### src/rtl/rv_decode_stage.sv
// RV32I decode stage with ID/EX register, valid/ready handshake, flush and load-use interlock.
// Defining DECODE_MEXT_EN enables decode of the M extension (OP with funct7=0000001).
module rv_decode_stage #(
    parameter int unsigned XLEN           = 32,
    parameter int unsigned LOAD_USE_STALL = 1
) (
    input  logic            clk,
    input  logic            rst,
    input  logic            flush,
    input  logic            in_valid,
    output logic            in_ready,
    input  logic [XLEN-1:0] in_pc,
    input  logic [31:0]     in_inst,
    output logic [4:0]      rs1_addr,
    output logic [4:0]      rs2_addr,
    input  logic [XLEN-1:0] rs1_data,
    input  logic [XLEN-1:0] rs2_data,
    input  logic            wb_en,
    input  logic [4:0]      wb_addr,
    input  logic [XLEN-1:0] wb_data,
    output logic            out_valid,
    input  logic            out_ready,
    output logic [XLEN-1:0] out_pc,
    output logic [XLEN-1:0] out_pcp4,
    output logic [XLEN-1:0] out_imm,
    output logic [XLEN-1:0] out_rs1_data,
    output logic [XLEN-1:0] out_rs2_data,
    output logic [4:0]      out_rs1,
    output logic [4:0]      out_rs2,
    output logic [4:0]      out_rd,
    output logic            out_regwrite,
    output logic [1:0]      out_memtoreg,
    output logic [1:0]      out_memrw,
    output logic [2:0]      out_branch,
    output logic [2:0]      out_alu_src,
    output logic [3:0]      out_alu_ctrl,
    output logic [6:0]      out_opcode,
    output logic [2:0]      out_funct3,
    output logic [31:0]     out_inst,
    output logic            out_illegal,
    output logic            out_muldiv,
    output logic            hazard_stall
);
    localparam logic [6:0] OpLui    = 7'b0110111;
    localparam logic [6:0] OpAuipc  = 7'b0010111;
    localparam logic [6:0] OpJal    = 7'b1101111;
    localparam logic [6:0] OpJalr   = 7'b1100111;
    localparam logic [6:0] OpBranch = 7'b1100011;
    localparam logic [6:0] OpLoad   = 7'b0000011;
    localparam logic [6:0] OpStore  = 7'b0100011;
    localparam logic [6:0] OpAlui   = 7'b0010011;
    localparam logic [6:0] OpOp     = 7'b0110011;
    localparam logic [1:0] CntLoad  = 2'(LOAD_USE_STALL - 1);

    logic [6:0]        w_opc;
    logic [2:0]        w_f3;
    logic              w_regwrite, w_illegal, w_muldiv, w_rs1_used, w_rs2_used;
    logic [1:0]        w_memtoreg, w_memrw;
    logic [2:0]        w_branch, w_alu_src;
    logic [3:0]        w_alu_ctrl;
    logic [4:0]        w_rd;
    logic signed [31:0] w_imm32;
    logic [XLEN-1:0]   w_imm, w_rs1_val, w_rs2_val;
    logic              w_hit_out, w_hit_ld, w_hazard, w_fire_in, w_fire_out;

    logic [XLEN-1:0] r_pc, r_pcp4, r_imm, r_rs1_data, r_rs2_data;
    logic [4:0]      r_rs1, r_rs2, r_rd, r_ld_rd;
    logic            r_valid, r_regwrite, r_illegal, r_muldiv;
    logic [1:0]      r_memtoreg, r_memrw, r_cnt;
    logic [2:0]      r_branch, r_alu_src, r_funct3;
    logic [3:0]      r_alu_ctrl;
    logic [6:0]      r_opcode;
    logic [31:0]     r_inst;

    assign w_opc    = in_inst[6:0];
    assign w_f3     = in_inst[14:12];
    assign rs1_addr = in_inst[19:15];
    assign rs2_addr = in_inst[24:20];

    always_comb begin
        w_regwrite = 1'b0;
        w_memtoreg = 2'b00;
        w_memrw    = 2'b00;
        w_branch   = 3'b000;
        w_alu_src  = 3'b000;
        w_alu_ctrl = 4'b0000;
        w_illegal  = 1'b0;
        w_muldiv   = 1'b0;
        w_rd       = in_inst[11:7];
        w_imm32    = '0;
        w_rs1_used = 1'b1;
        w_rs2_used = 1'b0;
        case (w_opc)
            OpLui, OpAuipc: begin
                w_regwrite = 1'b1;
                w_alu_src  = (w_opc == OpAuipc) ? 3'b100 : 3'b000;
                w_imm32    = {in_inst[31:12], 12'b0};
                w_rs1_used = 1'b0;
            end
            OpJal: begin
                w_regwrite = 1'b1;
                w_memtoreg = 2'b10;
                w_branch   = 3'b111;
                w_alu_src  = 3'b100;
                w_imm32    = {{11{in_inst[31]}}, in_inst[31], in_inst[19:12], in_inst[20],
                              in_inst[30:21], 1'b0};
                w_rs1_used = 1'b0;
            end
            OpJalr: begin
                w_regwrite = 1'b1;
                w_memtoreg = 2'b10;
                w_branch   = 3'b111;
                w_alu_src  = 3'b010;
                w_alu_ctrl = 4'b0001;
                w_imm32    = {{20{in_inst[31]}}, in_inst[31:20]};
            end
            OpBranch: begin
                w_alu_src  = 3'b011;
                w_rs2_used = 1'b1;
                w_imm32    = {{19{in_inst[31]}}, in_inst[31], in_inst[7], in_inst[30:25],
                              in_inst[11:8], 1'b0};
                case (w_f3)
                    3'b000:  w_branch = 3'b001;
                    3'b001:  w_branch = 3'b010;
                    3'b100:  w_branch = 3'b011;
                    3'b101:  w_branch = 3'b100;
                    3'b110:  w_branch = 3'b101;
                    3'b111:  w_branch = 3'b110;
                    default: w_illegal = 1'b1;
                endcase
            end
            OpLoad: begin
                w_regwrite = 1'b1;
                w_memtoreg = 2'b01;
                w_memrw    = 2'b10;
                w_alu_src  = 3'b010;
                w_alu_ctrl = {1'b0, w_f3};
                w_imm32    = {{20{in_inst[31]}}, in_inst[31:20]};
            end
            OpAlui: begin
                w_regwrite = 1'b1;
                w_alu_src  = 3'b010;
                // Shift-right immediates carry funct7 in the upper bits; only shamt is the operand.
                if (w_f3 == 3'b101) begin
                    w_alu_ctrl = {in_inst[30], w_f3};
                    w_imm32    = {27'b0, in_inst[24:20]};
                end else begin
                    w_alu_ctrl = {1'b0, w_f3};
                    w_imm32    = {{20{in_inst[31]}}, in_inst[31:20]};
                end
            end
            OpStore: begin
                w_memrw    = 2'b01;
                w_alu_src  = 3'b010;
                w_rd       = 5'd0;
                w_rs2_used = 1'b1;
                w_imm32    = {{20{in_inst[31]}}, in_inst[31:25], in_inst[11:7]};
            end
            OpOp: begin
                w_rs2_used = 1'b1;
                if (in_inst[31:25] == 7'b0000001) begin
`ifdef DECODE_MEXT_EN
                    w_regwrite = 1'b1;
                    w_alu_src  = 3'b011;
                    w_muldiv   = 1'b1;
                    w_alu_ctrl = {1'b1, w_f3};
`else
                    w_illegal  = 1'b1;
`endif
                end else begin
                    w_regwrite = 1'b1;
                    w_alu_src  = 3'b011;
                    w_alu_ctrl = {in_inst[30], w_f3};
                end
            end
            default: w_illegal = 1'b1;
        endcase
    end

    assign w_imm = XLEN'(w_imm32);

    // Same-cycle writeback wins over the register file; x0 always reads zero.
    assign w_rs1_val = (rs1_addr == 5'd0) ? '0 :
                       (wb_en && wb_addr == rs1_addr) ? wb_data : rs1_data;
    assign w_rs2_val = (rs2_addr == 5'd0) ? '0 :
                       (wb_en && wb_addr == rs2_addr) ? wb_data : rs2_data;

    assign w_hit_out = in_valid && (r_rd != 5'd0) &&
                       ((w_rs1_used && rs1_addr == r_rd) || (w_rs2_used && rs2_addr == r_rd));
    assign w_hit_ld  = in_valid && (r_ld_rd != 5'd0) &&
                       ((w_rs1_used && rs1_addr == r_ld_rd) || (w_rs2_used && rs2_addr == r_ld_rd));
    assign w_hazard  = (r_valid && r_memrw == 2'b10 && w_hit_out) || (r_cnt != 2'd0 && w_hit_ld);

    assign in_ready     = !flush && !w_hazard && (!r_valid || out_ready);
    assign w_fire_in    = in_valid && in_ready;
    assign w_fire_out   = r_valid && out_ready;
    assign hazard_stall = w_hazard;

    always_ff @(posedge clk or negedge rst) begin
        if (!rst) begin
            r_valid <= 1'b0;  r_pc <= '0;       r_pcp4 <= '0;     r_imm <= '0;
            r_rs1_data <= '0; r_rs2_data <= '0; r_rs1 <= '0;      r_rs2 <= '0;
            r_rd <= '0;       r_regwrite <= '0; r_memtoreg <= '0; r_memrw <= '0;
            r_branch <= '0;   r_alu_src <= '0;  r_alu_ctrl <= '0; r_opcode <= '0;
            r_funct3 <= '0;   r_inst <= '0;     r_illegal <= '0;  r_muldiv <= '0;
        end else if (flush) begin
            r_valid <= 1'b0;
        end else if (w_fire_in) begin
            r_valid    <= 1'b1;
            r_pc       <= in_pc;
            r_pcp4     <= in_pc + XLEN'(4);
            r_imm      <= w_imm;
            r_rs1_data <= w_rs1_val;
            r_rs2_data <= w_rs2_val;
            r_rs1      <= rs1_addr;
            r_rs2      <= rs2_addr;
            r_rd       <= w_rd;
            r_regwrite <= w_regwrite;
            r_memtoreg <= w_memtoreg;
            r_memrw    <= w_memrw;
            r_branch   <= w_branch;
            r_alu_src  <= w_alu_src;
            r_alu_ctrl <= w_alu_ctrl;
            r_opcode   <= w_opc;
            r_funct3   <= w_f3;
            r_inst     <= in_inst;
            r_illegal  <= w_illegal;
            r_muldiv   <= w_muldiv;
        end else if (w_fire_out) begin
            r_valid <= 1'b0;
        end else if (r_valid) begin
            // A stalled entry keeps tracking writebacks so it never leaves with stale operands.
            if (wb_en && wb_addr != 5'd0 && wb_addr == r_rs1) r_rs1_data <= wb_data;
            if (wb_en && wb_addr != 5'd0 && wb_addr == r_rs2) r_rs2_data <= wb_data;
        end
    end

    always_ff @(posedge clk or negedge rst) begin
        if (!rst) begin
            r_cnt   <= 2'd0;
            r_ld_rd <= 5'd0;
        end else if (flush) begin
            r_cnt <= 2'd0;
        end else if (w_fire_out && r_memrw == 2'b10 && r_rd != 5'd0) begin
            r_cnt   <= CntLoad;
            r_ld_rd <= r_rd;
        end else if (r_cnt != 2'd0) begin
            r_cnt <= r_cnt - 2'd1;
        end
    end

    assign out_valid    = r_valid;
    assign out_pc       = r_pc;
    assign out_pcp4     = r_pcp4;
    assign out_imm      = r_imm;
    assign out_rs1_data = r_rs1_data;
    assign out_rs2_data = r_rs2_data;
    assign out_rs1      = r_rs1;
    assign out_rs2      = r_rs2;
    assign out_rd       = r_rd;
    assign out_regwrite = r_regwrite;
    assign out_memtoreg = r_memtoreg;
    assign out_memrw    = r_memrw;
    assign out_branch   = r_branch;
    assign out_alu_src  = r_alu_src;
    assign out_alu_ctrl = r_alu_ctrl;
    assign out_opcode   = r_opcode;
    assign out_funct3   = r_funct3;
    assign out_inst     = r_inst;
    assign out_illegal  = r_illegal;
    assign out_muldiv   = r_muldiv;
endmodule

### config.mk
export PLATFORM = sky130hd
export DESIGN_NAME = rv_decode_stage
export DESIGN_NICKNAME = d
export VERILOG_FILES = /design/src/rtl/rv_decode_stage.sv
export SDC_FILE = /design/constraint.sdc
export NUM_CORES = 1
export LEC_CHECK = 0
export ABC_AREA = 1
export CAP_MARGIN = 20
export CORE_UTILIZATION = 25
export CTS_BUF_LIST = sky130_fd_sc_hd__clkbuf_2 sky130_fd_sc_hd__clkbuf_4 sky130_fd_sc_hd__clkbuf_8
export DETAILED_ROUTE_END_ITERATION = 8
export GPL_TIMING_DRIVEN = 0
export PLACE_DENSITY = 0.59
export REMOVE_ABC_BUFFERS = 1
export SLEW_MARGIN = 40
export SYNTH_ARGS = -nofsm -noshare
export SYNTH_HDL_FRONTEND = slang
export SYNTH_SLANG_ARGS = --single-unit
### constraint.sdc
create_clock -name clk -period 5.7 [get_ports clk]
set_clock_uncertainty 0.1 [all_clocks]
set_input_delay 1.71 -clock clk [delete_from_list [all_inputs] [get_ports clk]]
set_output_delay 1.71 -clock clk [all_outputs]
set_load 0.02 [all_outputs]
# Word level (Yosys, flattened, before mapping)
# Cells that the tools add are included.
[totals] reg_bits=241 input_bits=171 out_inout_bits=247 elab_cells=141
[op_classes] addsub=2 n_eq_ne=25 n_mux=38 n_bitwise=1 n_reduce_logical=54
[ops] cell="32-bit two-way mux" count=13
[ops] cell="32-bit case mux with 6 select lines" count=1
[ops] cell="5-bit equality test" count=8
[ops] cell="32-bit by 3-bit adder with 32-bit output, second input constant" count=1
[ops] cell="1-bit logical AND" count=22
[ops] cell="7-bit by 6-bit equality test with 1-bit output, second input constant" count=3
[ops] cell="7-bit equality test, second input constant" count=3
[ops] cell="3-bit case mux with 6 select lines" count=1
[ops] cell="4-bit case mux with 4 select lines" count=1
[ops] cell="3-bit case mux with 5 select lines" count=1
[ops] cell="5-bit nonzero test" count=3
[ops] cell="7-bit by 5-bit equality test with 1-bit output, second input constant" count=2
[ops] cell="3-bit equality test, second input constant" count=4
[ops] cell="6-bit OR reduction" count=2
[ops] cell="5-bit logical NOT" count=2
[ops] cell="1-bit two-way mux" count=8
[ops] cell="2-bit two-way mux" count=4
[ops] cell="4-bit two-way mux" count=2
[ops] cell="2-bit case mux with 2 select lines" count=2
[ops] cell="4-bit AND reduction" count=2
[ops] cell="2-bit nonzero test" count=4
[ops] cell="7-bit by 1-bit equality test with 1-bit output, second input constant" count=1
[ops] cell="7-bit by 2-bit equality test with 1-bit output, second input constant" count=1
[ops] cell="7-bit OR reduction" count=1
[ops] cell="18 further kinds" count=28

# Depth between registers and ports, before layout
[depth] word_depth=14 depth_mapped=17 depth_no_buf=15

# Worst setup path before layout
# Ideal clock, no wire load.
[synth_path] path_type="input-to-output" start="input port in_inst[4]" end="output port in_ready" arrival_ns=2.974 t_required_ns=3.890 path_slack_ns=0.916 stages=12 n_path_buf=1 path_cell_list="inv_2 -> nand2_1 -> nor2_2 -> nand2_1 -> nand2_2 -> inv_2 -> nand3_1 -> nand2_1 -> nand2_1 -> nand2_1 -> nor2_1 -> buf_2"
[synth_between] elab_chain_cells=11 elab_cells_between_ends=24 cone_classes="eq/ne: 6; mux: 2; reduce/logical: 16"
[synth_lines] element="start, declared" line_no="13" source="input logic [31:0] in_inst,"
[synth_lines] element="7-bit by 5-bit equality test with 1-bit output (tied with other cells)" line_no="93" source="case (w_opc)"
[synth_lines] element="3-bit OR reduction (no line)"
[synth_lines] element="1-bit two-way mux" line_no="93"
[synth_lines] element="1-bit logical AND (on tied branches)" line_no="189, 191"
[synth_lines] element="1-bit logical OR (on tied branches)" line_no="189, 191"
[synth_lines] element="1-bit logical AND (on tied branches)" line_no="188, 190"
[synth_lines] element="1-bit logical AND" line_no="192" source="assign w_hazard = (r_valid && r_memrw == 2'b10 && w_hit_out) || (r_cnt != 2'd0 && w_hit_ld);"
[synth_lines] element="1-bit logical OR (*)" line_no="192"
[synth_lines] element="named net hazard_stall" line_no="42" source="output logic hazard_stall"
[synth_lines] element="1-bit logical NOT (*)" line_no="194" source="assign in_ready = !flush && !w_hazard && (!r_valid || out_ready);"
[synth_lines] element="1-bit logical AND (*) (2 in series)" line_no="194"
[synth_lines] element="end, declared" line_no="11" source="output logic in_ready,"
# Mark *: on every way through the listed nets, which the timed path passes. The rest lies on a longest branch.

# Worst setup path after layout
[layout_path] start="input port in_inst[4]" end="output port in_ready"
[layout_between] elab_chain_cells=11 elab_cells_between_ends=24 cone_classes="eq/ne: 6; mux: 2; reduce/logical: 16"
[layout_lines] element="7-bit by 5-bit equality test with 1-bit output (tied with other cells)" line_no="93"
[layout_lines] element="3-bit OR reduction (no line)"
[layout_lines] element="1-bit two-way mux" line_no="93"
[layout_lines] element="1-bit logical AND (on tied branches)" line_no="189, 191"
[layout_lines] element="1-bit logical OR (on tied branches)" line_no="189, 191"
[layout_lines] element="1-bit logical AND (on tied branches)" line_no="188, 190"
[layout_lines] element="1-bit logical AND" line_no="192"
[layout_lines] element="1-bit logical OR (*)" line_no="192"
[layout_lines] element="1-bit logical NOT (*)" line_no="194"
[layout_lines] element="1-bit logical AND (*) (2 in series)" line_no="194"
# Mark *: on every way between the ends. The rest lies on a longest branch, timed or not.

==> qor.csv <==
metric,value,unit
status,"finished, final reports clean",
die area,48900,sq um
sequential cell area,5480,sq um
layout cells sized above 1,7.91,%
reg2reg path depth,13,
CP Max Fanout,12,
"top cells by count, synth","622 x nand2_1, 219 x dfrtp_1, 160 x nand3_1, 98 x o21ai_0, 84 x a21oi_1",
row count,79,
Slew HR,54.3,%
Mapped Area,12000,sq um
Clock Pin Slew Worst Setup and Hold Paths,60,ps
vias in the first global route,13100,
synth top area cells,"dfrtp_1 46%, nand2_1 19%, nand3_1 6.7%, o21ai_0 4.1%, nand4_1 3.8%",
final hold vios,0,
# DRC,0,
Die Span X,221,um
Hold/Removal Path Class,reg -> reg,
worst endpoint required time,3890,ps
Synth Area per Inst,7.34,sq um
drt total wl,50.0,mm
synth-to-layout area growth,50.6,%
Worst-Skew Late Latency,600,ps
startpoint types,input pin,
htree depth,2,
max-cap viol count,0,
fillers,4814,
hold-fix buffer count after cts,0,
fin crit period,5610,ps
Die Y,221,um
Synth cell types,35,
Initial Util,25.6,%
async set-reset flop share out of synthesis,100,%
pin count of the biggest net entering global routing,72,
pwr/cell area,307,nW/um^2
fmax,0.178,GHz
number of synthesized flops with an enable pin,0,
RSZ-0062 raised after global routing,false,
Cells after Synth,1636,
RePlAce Congestion,0.873,
grt ovf,0,
Yosys top cell area share,45.6,%
port bufs,416,
area of the multi-input gates,5790,sq um
leak pwr,0.00840,uW
Worst VDD drop,0.000195,V
Tot GR Track Use,20.0,%
clock root cell,clkbuf_8,
"count leader, synth",nand2_1,
Pre-antenna DRT Iters,7,
crit end category,output port,
total I/O pin count,418,
post-route ant nets,0,
TritonCTS clock tree,yes,
#FFs+latches synth,219,
Max Transition Viols Final,0,
number of CTS-inserted buffers,42,
DR vias,13400,
Final nets,2179,
WL per Instance,18.9,um
"Top FF cell, synth",dfrtp_1,
Synth area leader,dfrtp_1,
Final TNS setup,0,ps
CP arrival,3800,ps
global-route wire length before repair,77.3,mm
total power,5560,uW
maximum buffer depth of the clock tree,3,
Setup CP Type,in -> out,
# clock sinks,219,
period utilization,98.3,%
Core Region,47000,sq um
hold depth,2,
sequential-to-total area share from yosys stat,45.6,%
YS warnings,0,
Worst-Margin Slew,679,ps
antenna violations before repair,1,
vias per cell,5.06,
initial DRC count,1217,
DP HPWL,34.8,mm
Setup Viol. Count Final,0,
[metrics by stage]
step	hold WS (ps)	worst slack [ps]	utilization (%)	instance area [sq um]	std cells
final	368	94.6	38.5	18100	2644
after global routing	385	5.43	38.5	18100	2642
after CTS	373	15.2	38.5	18100	2642
after detailed placement	358	-1500	36.3	17000	2561
after global placement	354	-7230	34.7	16300	2525
after floorplan	395	-1050	-	11300	1502
[area by class of cell]
cell class / count / area share (%)
well taps: 607 / 4.20
inverters: 78 / 1.65
repair buffers: 459 / 27.0
clock buffers: 69 / 4.63
clock inverters: 4 / 0.235
flip-flops and latches: 219 / 30.3
diodes: 2 / 0.0277
multi-input cells: 1206 / 32.0
[worst paths after layout]
check                                                   from                      endpoint  slack, ps
worst max-delay path                              in_inst[4]                      in_ready         90
worst max register to register         out_rd[3]$_DFFE_PN0P_   out_rs1_data[1]$_DFFE_PN0P_       2460
max in group asynchronous                                rst      out_pcp4[14]$_DFFE_PN0P_       3610
worst min-delay path            out_rs1_data[11]$_DFFE_PN0P_  out_rs1_data[11]$_DFFE_PN0P_        370
min in group asynchronous                                rst  out_rs1_data[10]$_DFFE_PN0P_        880
worst min register to register  out_rs1_data[11]$_DFFE_PN0P_  out_rs1_data[11]$_DFFE_PN0P_        370
[cells in the final DEF, fill, tap and decap left out, types with 12 or more instances in the layout]
cell type        instances
nand3_1                155
nor3_1                  17
nand4_1                 72
nand2_1                616
clkbuf_8                51
clkbuf_4                18
dfrtp_1                219
o21ai_0                 98
nor2_1                  46
clkdlybuf4s50_1        409
xnor2_1                 12
a21oi_1                 81
xor2_1                  36
inv_1                   72
[logic make-up (layout without fill, tap and decap cells)]
| family | after synthesis | count (layout) | share of synthesized area (%) |
|---|---|---|---|
| simple gates | 945 | 946 | 33.4 |
| flops | 219 | 219 | 45.6 |
| buf+inv | 212 | 610 | 7.98 |
| compound gates | 209 | 209 | 9.25 |
| xor+xnor | 48 | 48 | 3.50 |
| fa+ha+maj | 2 | 2 | 0.208 |
| other cells | 1 | 3 | 0.0312 |
[flip-flops by register name, indices dropped and copies added (netlist names), 4 cells and up]
| register | count |
|---|---|
| out_rs1_data | 32 |
| r_ld_rd | 5 |
| out_alu_ctrl | 4 |
| out_rs1 | 4 |
| out_pcp4 | 30 |
| out_rd | 5 |
| out_imm | 32 |
| out_inst | 16 |
| out_rs2 | 4 |
| out_opcode | 6 |
| out_rs2_data | 32 |
| out_pc | 32 |
[worst max-delay path, stage by stage]
cell	delay, ps
clkdlybuf4s50_1	450
inv_2	110
nand2_2	130
nor2_4	160
nand2_4	90
nand2_8	90
inv_2	40
nand3_1	70
nand2_1	100
nand2_2	130
nand2_4	100
nor2_4	160
buf_12	180
clkdlybuf4s15_2	270
[layer usage]
layer	vias to the layer above	global-route usage (%)	wire length (um)
met4	0	7.53	1550
met2	779	31.8	22800
met5	-	0	0
li1	6116	-	-
met1	6338	25.0	20000
met3	135	6.68	5730
[power by group]
| part | total, uW | leakage [uW] | internal, uW | switching (uW) |
|---|---|---|---|---|
| clock network | 1660 | 0.000471 | 927 | 731 |
| logic | 1890 | 0.00513 | 846 | 1050 |
| registers | 2010 | 0.00279 | 1830 | 178 |
| total | 5560 | 0.00840 | 3600 | 1960 |
[timing repair]
| item | 4_1_cts | 5_1_grt |
|---|---|---|
| endpoints found under the setup margin | 2 | 2 |
| pin swaps | 4 | 1 |
| cloned | 3 | 0 |
| setup buffers | 6 | 0 |
| resized for setup | 21 | 7 |
Power figures use the tool's default switching activity.
==> patch 1 (config.mk and constraints unchanged) <==
The parameter `XLEN` goes from 32 to 36.
--- a/src/rtl/rv_decode_stage.sv
+++ b/src/rtl/rv_decode_stage.sv
@@ -2,5 +2,5 @@
 // Defining DECODE_MEXT_EN enables decode of the M extension (OP with funct7=0000001).
 module rv_decode_stage #(
-    parameter int unsigned XLEN           = 32,
+    parameter int unsigned XLEN           = 36,
     parameter int unsigned LOAD_USE_STALL = 1
 ) (
Ports: changed (9 resized); port bits go from 418 to 454. No check against the original RTL was run, so the function may have changed too.
==> patch 1 against the original RTL <==
- setup slack better by 0.057 ns
- sequential share of layout area about the same
- via count up 7.0%
- synthesized area up 8.9%
- routed wire length up 8.3%
- design area up 7.4%
- sequential cell count up 16
- final cell count up 9.5%
- count of clock-buffer cells in the layout down 5
- total power up 7.6%
- critical path type unchanged
- largest power group unchanged
- highest routed layer is now met5
==> patch 1: results (changes against the original RTL) <==
- The number of antenna violations at the first check in global routing was 3 (was 1).
* Number of I/O port buffers: 452 (was 416)
* Clock root cell: clkbuf_8 (unchanged)
- Via count of the routed design: 14310 (was 13370)
* CP arrival: 3.74 ns (was 3.80 ns)
- Router iterations before antenna repair: 6 (was 7)
- The later pin in the worst-skew pair is clocked with a latency of 0.61 ns.
* Slew at the pin with the worst max-slew slack: 0.6664 ns (was 0.6789 ns)
- The first-pass GRT wire length came to 81860 um (was 77290 um).
* Met1 layer usage reported by global route: 24.12% (was 25.00%)
* Run status: completed (unchanged)
- The number of warning messages in the yosys log was 0 (unchanged).
- Path class of the lowest-slack min-delay path: register to register (unchanged)
- Wirelength per Cell: 18.72 um (was 18.92 um)
- The total leakage power came to 8.990 nW (was 8.400 nW).
* Total placed instance area: 18460 um^2 (was 17020 um^2)
* GR met3 Demand/Resource: 5.707% (was 6.679%)
- The global-route usage over all layers came to 19.57% (was 19.98%).
* Switching share of power: 35.78% (was 35.20%)
- Post-Place Setup Slack: -0.6456 ns (was -1.503 ns)
* GRT Residual Overflow: 0 (unchanged)
- The detailed placement HPWL came to 38530 um (was 34830 um).
* FFs w/ async S/R, synth: 100.0% (unchanged)
- Top area cells in the synthesized netlist: dfrtp_1, nand2_1, nand3_1 (unchanged)
- Cell types with the highest counts after synthesis: nand2_1, dfrtp_1, nand3_1, o21ai_0, a21oi_1 (unchanged)
- Count of unique library cells instantiated by Yosys: 39 (was 35)
- The total CTS buffers is 45 (was 42).
- Maximum clock insertion buffer count: 3 (unchanged)
* Vias in the first global route: 14060 (was 13080)
- The pin count of the biggest net entering global routing was 70 (was 72).
- The layout cell share with drive strength beyond 1 came to 7.411% (was 7.912%).
- Level count of the clock H-tree: 2 (unchanged)
- The highest fanout seen on the critical path came to 10 (was 12).
- Net total in the final layout: 2374 (was 2179)
- Sequential-to-total area share from yosys stat: 44.96% (was 45.63%)
* Worst IR Drop VDD: 0.1714 mV (was 0.1949 mV)
* Clock transition at the register clock pins on the worst setup and hold paths after CTS: 0.05 ns
* Initial drt markers: 1143 (was 1217)
* Routability congestion estimate from global placement: 0.8628 (was 0.8726)
- The global-route met2 utilization came to 31.71% (was 31.76%).
[patch 1: per-stage QoR]
stage / util, % / hold WS [ns] / total power [mW] / std cells
2_1_floorplan: - / 0.3952 / 3.077 / 1636
3_3_place_gp: 34.31 / 0.3550 / 4.187 / 2768
3_5_place_dp: 35.83 / 0.3570 / 4.257 / 2809
4_1_cts: 37.57 / 0.3687 / 6.049 / 2883
5_1_grt: 37.73 / 0.3769 / 6.299 / 2895
6_report: 37.73 / 0.3669 / 5.982 / 2895
[patch 1: metal layers]
metal / vias up / wire (um)
met3: 113 / 5815
met1: 6771 / 21490
met4: 2 / 1685
met2: 788 / 25190
met5: - / 12
li1: 6636 / -
[patch 1: power by group through the flow]
stage               combinational, mW  sequential [mW]  clock, mW
global placement                 2.00             2.19          0
CTS                              2.07             2.17       1.81
finish                           2.08             2.17       1.74
floorplan                       0.513             2.56          0
global route                     2.23             2.20       1.87
detailed placement               2.06             2.19          0
[patch 1: path summary, 6_finish.rpt]
kind	start	end	slack (ns)	cells after the start
min	out_rs1_data[33]	out_rs1_data[33]	0.37	2
min reg2reg	out_rs1_data[33]	out_rs1_data[33]	0.37	2
max in group asynchronous	rst	out_pc[18]	3.54	3
max	in_inst[4]	in_ready	0.15	14
max reg2reg	out_rd[3]	out_rs1_data[9]	2.54	12
min in group asynchronous	rst	out_rs1_data[26]	0.89	1
[patch 1: area by class of cell]
class / count / area [um^2]
fill: 5408 / 32070
multi-input combinational: 1327 / 6248
tap: 680 / 850.8
clock buffer: 64 / 799.5
clock inverter: 11 / 105.1
inverter: 74 / 282.8
timing repair buffer: 502 / 5264
sequential: 235 / 5881
antenna: 2 / 5.005
[patch 1: cells by family after synthesis]
group	synth area share, %
AOI/OAI and AO/OA	9.097
xor gates and xnor gates	3.147
adders and majority gates	0.1913
buffers and inverters	8.093
DFF	44.96
other	0.02867
and+or+nand+nor	34.48
[patch 1: timing repair]
item,CTS,global route
endpoints found under the hold margin,0,0
endpoints found under the setup margin,2,2
pin swaps,0,1
setup buffers,0,8
resized for setup,12,4
cloned,0,2
[patch 1: critical path, cell delays in order]
cell and delay, ns:
clkdlybuf4s50_1 0.46, inv_2 0.12, nand2_2 0.11, nor2_4 0.12
nand2_2 0.11, nand2_4 0.11, inv_2 0.11, nand3_1 0.10
nand2_1 0.09, nand2_2 0.11, nand2_2 0.10, nor2_4 0.16
clkbuf_16 0.18, buf_4 0.14
==> patch 2 (same settings) <==
Without the edit above. Make the reset (`rst`) synchronous in 2 clocked blocks.
--- a/src/rtl/rv_decode_stage.sv
+++ b/src/rtl/rv_decode_stage.sv
@@ -197,5 +197,5 @@
     assign hazard_stall = w_hazard;
 
-    always_ff @(posedge clk or negedge rst) begin
+    always_ff @(posedge clk) begin
         if (!rst) begin
             r_valid <= 1'b0;  r_pc <= '0;       r_pcp4 <= '0;     r_imm <= '0;
@@ -236,5 +236,5 @@
     end
 
-    always_ff @(posedge clk or negedge rst) begin
+    always_ff @(posedge clk) begin
         if (!rst) begin
             r_cnt   <= 2'd0;
Behaviour: not the same (Yosys sat finds a counterexample within 4 cycles, from zero or initial values and one cycle with rst low; the reset may be asserted at any time).
==> patch 2 against the original RTL <==
- design area fell by 6.6%
- critical endpoint unchanged
- final cell count up 3.3%
- routed wire length down 5.1%
- synthesized cell count grew 7.5%
- synthesized area is 5.8% lower
- sequential cell count unchanged
- setup slack improved by 0.13 ns
Power is not compared: it rests on default switching activity, and its combinational part moved more than twofold at a synthesized area within 25%.
==> patch 2: results (changes against the original RTL) <==
- The post-placement setup slack is -0.2886 ns (was -1.503 ns).
- The start point of the critical path was in_inst[4] (unchanged).
- Sequential-to-total area share from yosys stat: 38.74% (was 45.63%)
- The count of endpoints failing hold in the final timing report was 0 (unchanged).
- The highest fanout seen on the critical path came to 9 (was 12).
* R2r endpoint: out_rs1_data[29] (was out_rs1_data[1])
* Clock latency of the later-clocked register in the worst-skew pair: 0.60 ns (about the same)
- The routed wire length was 47480 um (was 50030 um).
- Cell family with the largest share of critical-path delay: simple AND/OR/NAND/NOR gates (was buffers and inverters)
* TritonCTS buffer count: 43 (was 42)
- Depth of the most critical reg-to-reg path: 11 (was 13)
- Startpoint of the lowest-slack register-to-register path: out_rd[1] (was out_rd[3])
* Maximum clock insertion buffer count: 3 (unchanged)
* Count of unique library cells instantiated by Yosys: 42 (was 35)
- The minimum clock period after layout was 5.478 ns (was 5.605 ns).
* Net total in the final layout: 2279 (was 2179)
- Top area cells in the synthesized netlist: dfxtp_1, nand2_1, nor2_1 (was dfrtp_1, nand2_1, nand3_1)
- First-pass GRT wire length: 72290 um (was 77290 um)
- Initial drt markers: 697 (was 1217)
- Crit-path max cell delay: 0.47 ns (was 0.45 ns)
- Area delta synth->final: 49.34% (was 50.60%)
* Number of warnings reported in the yosys synthesis log: 0 (unchanged)
- The global-route usage over all layers was 20.28% (was 19.98%).
- Run status: completed (unchanged).
- Slack of the worst reg-to-reg path: 2.62 ns (was 2.46 ns)
* Cell types with the highest counts after synthesis: nand2_1, nor2_1, dfxtp_1, inv_1, o21ai_0 (was nand2_1, dfrtp_1, nand3_1, o21ai_0, a21oi_1)
* CP arrival: 3.67 ns (was 3.80 ns)
- Number of I/O port buffers: 416 (unchanged)
- The share of async-settable or async-resettable flops after synthesis came to 0% (was 100.0%).
* Post-CTS setup-driven buffer insertion count: 0 (was 6)
* Level count of the clock H-tree: 2 (unchanged)
- Path class of the lowest-slack min-delay path: register to register (unchanged)
- VDD sags by at most 0.1940 mV.
- The hold path startpoint is out_imm[10] (was out_rs1_data[11]).
- Clock transition at the register clock pins on the worst setup and hold paths after CTS: 0.06 ns (about the same)
* Switching Power: 1.247 mW
- Total placed instance area: 15890 um^2 (was 17020 um^2)
* Clock root cell: clkbuf_8 (unchanged)
* Resized cells post-CTS: 9 (was 21)
* Router iterations before antenna repair: 5 (was 7)
- Worst setup path endpoint: in_ready (unchanged)
* Dpl hpwl: 34370 um (was 34830 um)
- In this run the static leakage power is 7.400 nW.
- Antenna violations before repair: 6 (was 1)
- The weighted congestion reported at the end of routability-driven placement was 0.9034 (was 0.8726).
- Fraction of final layout cells sized beyond drive strength 1: 5.618% (was 7.912%)
* Vias in the first global route: 12150 (was 13080)
- Largest net degree at the start of global routing: 114 (was 72)
* Number of fillers in the final layout: 4729 (was 4814)
* Critical path's slowest cell: clkdlybuf4s50_1 (unchanged)
- Via count of the routed design: 12510 (was 13370)
* Worst relative slew slack: 45.25% (was 54.32%)
[patch 2: how the worst min path moves through the flow]
| stage | end | slack, ns | depth (start not counted) |
|---|---|---|---|
| after floorplan | r_cnt[0] | 0.34 | 2 |
| after global placement | r_cnt[0] | 0.35 | 2 |
| after detailed placement | out_imm[10] | 0.35 | 2 |
| after CTS | out_imm[10] | 0.36 | 2 |
| after global routing | out_inst[25] | 0.39 | 2 |
| final | out_imm[10] | 0.36 | 2 |
[patch 2: logic make-up after synthesis]
family                   share of synthesized area (%)
other                                          0.03314
XOR/XNOR                                         3.406
AND/OR/NAND/NOR                                  30.05
buffers and inverters                            12.45
adder cells (fa/ha/maj)                         0.2211
flip-flops                                       38.74
AO/OA/AOI/OAI                                    15.09
[patch 2: metal layers]
metal  track usage, %  share of wire, %
met1            24.23                42
met2            33.99                46
met3            6.327               9.2
met4            7.381               2.6
met5                0             0.021
[patch 2: worst min-delay path, cell delays in order, from the launching register on]
cell and delay, ns:
dfxtp_1 0.30, nand2_1 0.06, a21oi_1 0.05
[patch 2: final cells by class]
cell class,instances,area share (%)
Multi-Input combinational cell,1221,33.20
Antenna cell,4,0.05923
Inverter,188,4.235
Clock buffer,69,5.213
Tap cell,592,4.383
Clock inverter,6,0.4739
Sequential cell,219,25.94
Timing Repair Buffer,433,26.49
[patch 2: power groups by stage]
stage               logic [mW]  registers [mW]  clock network (mW)
floorplan                0.254            1.78                   0
global placement         0.808            1.69                   0
detailed placement       0.819            1.69                   0
global route             0.889            1.66                1.94
finish                   0.818            1.66                1.81
CTS                      0.823            1.66                1.87
[patch 2: per-stage QoR]
stage / setup TNS (ns) / instances
after floorplan: -114.04 / 1628
after global placement: -1026.50 / 2636
after detailed placement: -0.5600 / 2652
after CTS: -0.09994 / 2727
after global routing: 0 / 2731
final: 0 / 2732
